**src/rtl/synth_pkg.sv**
```systemverilog
// Shared types and default widths for the waveform synth blocks.
package synth_pkg;

  localparam int unsigned DATA_WIDTH  = 16;
  localparam int unsigned ADDR_WIDTH  = 8;
  localparam int unsigned PHASE_WIDTH = 24;

  typedef enum logic [1:0] {
    IDLE = 2'd0,
    ADDR = 2'd1,
    WAIT = 2'd2,
    OUT  = 2'd3
  } seq_state_t;

  typedef logic [PHASE_WIDTH-1:0] phase_t;

endpackage

```
**src/rtl/wave_sequencer_phase_accum.sv**
```systemverilog
// Phase accumulator: holds the tuning word and phase, exposes the table address.
module phase_accum #(
  parameter int unsigned ADDR_WIDTH  = synth_pkg::ADDR_WIDTH,
  parameter int unsigned PHASE_WIDTH = synth_pkg::PHASE_WIDTH
) (
  input  logic                   clk,
  input  logic                   reset_n,
  input  logic                   advance_i,
  input  logic                   gate_i,
  input  logic                   freq_load_i,
  input  logic [PHASE_WIDTH-1:0] freq_word_i,
  output logic [ADDR_WIDTH-1:0]  addr_o
);

  logic [PHASE_WIDTH-1:0] freq_q, freq_d;
  logic [PHASE_WIDTH-1:0] phase_q, phase_d;

  // An advance on the same edge as a load still uses the old tuning word.
  always_comb begin
    freq_d  = freq_q;
    phase_d = phase_q;
    if (freq_load_i) begin
      freq_d = freq_word_i;
    end
    if (advance_i) begin
      phase_d = gate_i ? PHASE_WIDTH'(phase_q + freq_q) : '0;
    end
  end

  always_ff @(posedge clk or negedge reset_n) begin
    if (!reset_n) begin
      freq_q  <= '0;
      phase_q <= '0;
    end else begin
      freq_q  <= freq_d;
      phase_q <= phase_d;
    end
  end

  // Phase only moves on an advance, so its top slice is a stable registered address.
  assign addr_o = phase_q[PHASE_WIDTH-1 -: ADDR_WIDTH];

endmodule

```
**src/rtl/wave_sequencer.sv**
```systemverilog
// Sample-rate sequencer: steps a phase accumulator, reads a registered wave
// table and hands captured samples downstream over valid/ready.
module wave_sequencer
  import synth_pkg::*;
#(
  parameter int unsigned DATA_WIDTH  = synth_pkg::DATA_WIDTH,
  parameter int unsigned ADDR_WIDTH  = synth_pkg::ADDR_WIDTH,
  parameter int unsigned PHASE_WIDTH = synth_pkg::PHASE_WIDTH
) (
  input  logic                   clk,
  input  logic                   reset_n,
  input  logic                   tick,
  input  logic [PHASE_WIDTH-1:0] freq_word,
  input  logic                   freq_load,
  input  logic                   gate,
  output logic [ADDR_WIDTH-1:0]  wave_addr,
  input  logic [DATA_WIDTH-1:0]  wave_data,
  output logic [DATA_WIDTH-1:0]  sample,
  output logic                   sample_valid,
  input  logic                   sample_ready,
  output logic                   overrun
);

  seq_state_t state_q, state_d;

  logic                  pending_q, pending_d;
  logic                  overrun_q, overrun_d;
  logic                  valid_q, valid_d;
  logic [DATA_WIDTH-1:0] sample_q, sample_d;
  logic                  advance_c;

  assign advance_c = (state_q == IDLE) && (tick || pending_q);

  phase_accum #(
    .ADDR_WIDTH  (ADDR_WIDTH),
    .PHASE_WIDTH (PHASE_WIDTH)
  ) u_phase_accum (
    .clk         (clk),
    .reset_n     (reset_n),
    .advance_i   (advance_c),
    .gate_i      (gate),
    .freq_load_i (freq_load),
    .freq_word_i (freq_word),
    .addr_o      (wave_addr)
  );

  // State and output registers.
  always_ff @(posedge clk or negedge reset_n) begin
    if (!reset_n) begin
      state_q   <= IDLE;
      pending_q <= 1'b0;
      overrun_q <= 1'b0;
      valid_q   <= 1'b0;
      sample_q  <= '0;
    end else begin
      state_q   <= state_d;
      pending_q <= pending_d;
      overrun_q <= overrun_d;
      valid_q   <= valid_d;
      sample_q  <= sample_d;
    end
  end

  // Next-state logic.
  always_comb begin
    state_d = state_q;
    case (state_q)
      IDLE:    if (advance_c) state_d = ADDR;
      ADDR:    state_d = WAIT;
      WAIT:    state_d = OUT;
      OUT:     if (sample_ready) state_d = IDLE;
      default: state_d = IDLE;
    endcase
  end

  // Output, pending and overrun logic.
  always_comb begin
    pending_d = pending_q;
    overrun_d = 1'b0;
    valid_d   = valid_q;
    sample_d  = sample_q;

    if (state_q == IDLE) begin
      // A pending tick is consumed; a fresh tick arriving with it stays queued.
      if (advance_c) begin
        pending_d = pending_q && tick;
      end
    end else if (tick) begin
      if (!pending_q) begin
        pending_d = 1'b1;
      end else begin
        overrun_d = 1'b1;
      end
    end

    case (state_q)
      WAIT: begin
        sample_d = wave_data;
        valid_d  = 1'b1;
      end
      OUT: begin
        if (sample_ready) begin
          valid_d = 1'b0;
        end
      end
      default: ;
    endcase
  end

  assign sample       = sample_q;
  assign sample_valid = valid_q;
  assign overrun      = overrun_q;

endmodule
```
**config.mk**
```make
export PLATFORM = sky130hd
export DESIGN_NAME = wave_sequencer
export DESIGN_NICKNAME = d
export VERILOG_FILES = /design/src/rtl/synth_pkg.sv /design/src/rtl/wave_sequencer_phase_accum.sv /design/src/rtl/wave_sequencer.sv
export SDC_FILE = /design/constraint.sdc
export NUM_CORES = 1
export LEC_CHECK = 0
export CAP_MARGIN = 25
export CORE_MARGIN = 5
export CORE_UTILIZATION = 49
export CTS_BUF_LIST = sky130_fd_sc_hd__clkbuf_8
export DETAILED_ROUTE_END_ITERATION = 16
export GPL_TIMING_DRIVEN = 0
export PLACE_DENSITY = 0.79
export RECOVER_POWER = 100
export SLEW_MARGIN = 10
export SYNTH_ARGS = -nofsm -noshare
export SYNTH_HDL_FRONTEND = slang
export SYNTH_SLANG_ARGS = --single-unit
```
**constraint.sdc**
```tcl
create_clock -name clk -period 2.5 [get_ports clk]
set_clock_uncertainty 0.2 [all_clocks]
set_input_delay 0.5 -clock clk [delete_from_list [all_inputs] [get_ports clk]]
set_output_delay 0.5 -clock clk [all_outputs]
set_load 0.02 [all_outputs]
```
==> metrics <==
status=finished with violations; failing checks=setup timing; crit end category=flip-flop; initial antenna violation count=0; layout cells sized above 1=0.219; Layout Utilization=0.670; Clock Power Share=0.166; Yosys cell types=52; Total Routing Usage GR=0.200; Post-Synthesis Cells=363; Post-DRT Antenna Nets=0; Fmax=364 MHz; Most used DFF post-synth=dfrtp_1; Reg power frac=0.300; Slew HR=0.119; die height=98.8 um; via/cell ratio=5.65; ys async rst share=1.00; # setup viols final=17; area of the core=7690 um2; Synth Area per Inst=10.6 um2; vias post-DR=3158; worst setup path startpoint=u_phase_accum.phase_q[0]$_DFFE_PN0P_; Lkg Pwr=2.25 nW; worst reg2reg path startpoint=u_phase_accum.phase_q[0]$_DFFE_PN0P_; Power Density=1110 nW/um2; CTS Buffer Depth=2; Initial Util=0.503; post-synthesis sequential area ratio=0.447; worst path required time=2540 ps; Rows=32; clk root buf=clkbuf_8; Synth warnings=0; First-pass DRT Iterations=4; H-tree depth=3; Post-synth EDFFs=0; pin count of the biggest net entering global routing=47; First DRT Iteration DRCs=111; kind of critical path=flip-flop to flip-flop; register bit total from synthesis=69; syn_nets=437; synthesized area=3860 um2; CTS Sinks=69; final-report hold violation count=0; most frequent cells in the layout=dfrtp_1 (69), clkdlybuf4s50_1 (42), mux2_2 (40); number of global-route vias before repair=3426; VDD IR-drop max=0.000794 V; die width=98.8 um; Final min period=2750 ps; RSZ-0062 raised after global routing=true; WP data arrival=2790 ps; first-pass GRT wire length=15700 um; grt ovf=0; MaxCap Viol Count=0; worst min-delay path category=flip-flop to flip-flop; detailed-route wire length per cell=16.4 um; hold slack=293 ps; period utilisation layout=1.10; setup slack after layout=-247 ps; CTS buffer count=9; Remaining DRCs=0; I/O Buffers=70; Clock Latency Late Sink=360 ps; Pins Over Slew Limit=0; clock tree from TritonCTS=built; crit-path max FO=2; Area Overhead vs Synth=33.2%; DP HPWL=6610 um; Net Sw Power=2.34 mW; GP Congestion=0.859; ANT cells=0; cell-internal power=3.38 mW; worst hold start=u_phase_accum.phase_q[8]$_DFFE_PN0P_; Worst Max-Slew Pin Slew=1320 ps; commonest non-fill, non-tap cell in the layout=dfrtp_1; drt total wl=9190 um; # nets final=526; Clk pin slew, worst setup/hold paths=80 ps; die area=9760 um2; CP Launch Type=flip-flop; sw frac=0.409; Gate power share=0.534; # IOs=72
flip-flops by register name (all words and copies together), names as in the netlist:
signal                 count
u_phase_accum.phase_q     24
sample_valid               1
sample                    16
overrun                    1
u_phase_accum.freq_q      24
state_q                    2
pending_q                  1
synth_stat cells (all sizes together), types with 6 or more instances:
library cell / number / share of area
nand2: 34 / 0.033
xor2: 7 / 0.016
dfrtp: 69 / 0.45
a21o: 11 / 0.021
o21ai: 28 / 0.036
nand3: 7 / 0.0091
nor2: 15 / 0.015
buf: 9 / 0.017
xnor2: 8 / 0.018
ha: 27 / 0.087
mux2: 40 / 0.12
a21oi: 19 / 0.025
clkbuf: 12 / 0.012
inv: 11 / 0.011
o31ai: 7 / 0.014
and3: 6 / 0.0097
critical path, stage by stage (launching register included):
cell,delay [ps]
dfrtp_1,410
ha_4,170
fa_2,350
a21o_1,190
a221o_1,380
a41oi_2,260
a211oi_2,110
or3_1,320
a32o_1,250
final cells by class:
cell class | count | area, um2
plain buffers | 18 | 98.8
clock buffers | 9 | 124
clock inverters | 7 | 80.1
fillers | 624 | 2540
inverters | 11 | 41.3
multi-input cells | 262 | 2160
flip-flops and latches | 69 | 1730
well taps | 102 | 128
repair buffers | 81 | 791
metal layers:
metal	vias up	GRT usage	wire length, um
met3	18	0.0835	652
met2	88	0.339	4540
met1	1539	0.231	3850
met5	-	0	0
li1	1513	-	-
met4	0	0.0599	144
power by group through the flow:
| stage | Sequential (mW) | Combinational [mW] | Clock, mW |
|---|---|---|---|
| global route | 1.77 | 3.37 | 1.04 |
| detailed placement | 1.72 | 2.81 | 0 |
| global placement | 1.70 | 2.76 | 0 |
| CTS | 1.71 | 3.01 | 0.976 |
| finish | 1.71 | 3.05 | 0.949 |
| floorplan | 1.86 | 1.74 | 0 |
through the flow:
stage	cells	area (um2)	TNS, ps	total power, mW	setup WS, ps
3_3_place_gp	535	4700	-119520	4.46	-1640
3_5_place_dp	536	4720	-6530	4.54	-517
5_1_grt	559	5150	-5020	6.18	-343
6_report	559	5150	-1630	5.72	-247
4_1_cts	559	5070	-1460	5.69	-234
2_1_floorplan	363	3870	-269	3.60	-220
kinds of logic (layout without fill, tap and decap cells):
family / count (synthesis) / in the layout / synth area share
buffers and inverters: 32 / 126 / 0.0388
DFF: 69 / 69 / 0.447
and+or+nand+nor: 80 / 80 / 0.0968
xor gates and xnor gates: 15 / 15 / 0.0340
muxes: 40 / 40 / 0.117
adders and majority gates: 29 / 29 / 0.0952
AOI/OAI and AO/OA: 98 / 98 / 0.172
path summary, 6_finish.rpt:
path / cells past startpoint / end / slack (ps)
max: 8 / u_phase_accum.phase_q[22]$_DFFE_PN0P_ / -250
min: 2 / u_phase_accum.phase_q[8]$_DFFE_PN0P_ / 290
max reg2reg: 8 / u_phase_accum.phase_q[22]$_DFFE_PN0P_ / -250
min reg2reg: 2 / u_phase_accum.phase_q[8]$_DFFE_PN0P_ / 290
max in group asynchronous: 3 / u_phase_accum.freq_q[20]$_DFFE_PN0P_ / 300
min in group asynchronous: 2 / u_phase_accum.freq_q[16]$_DFFE_PN0P_ / 760
timing repair:
item	in CTS	in global routing
hold buffers	1	0
endpoints found under the hold margin	23	0
gates resized for setup	19	18
pin swaps	18	13
endpoints found under the setup margin	18	21
setup buffers	8	2
Power figures use the tool's default switching activity.
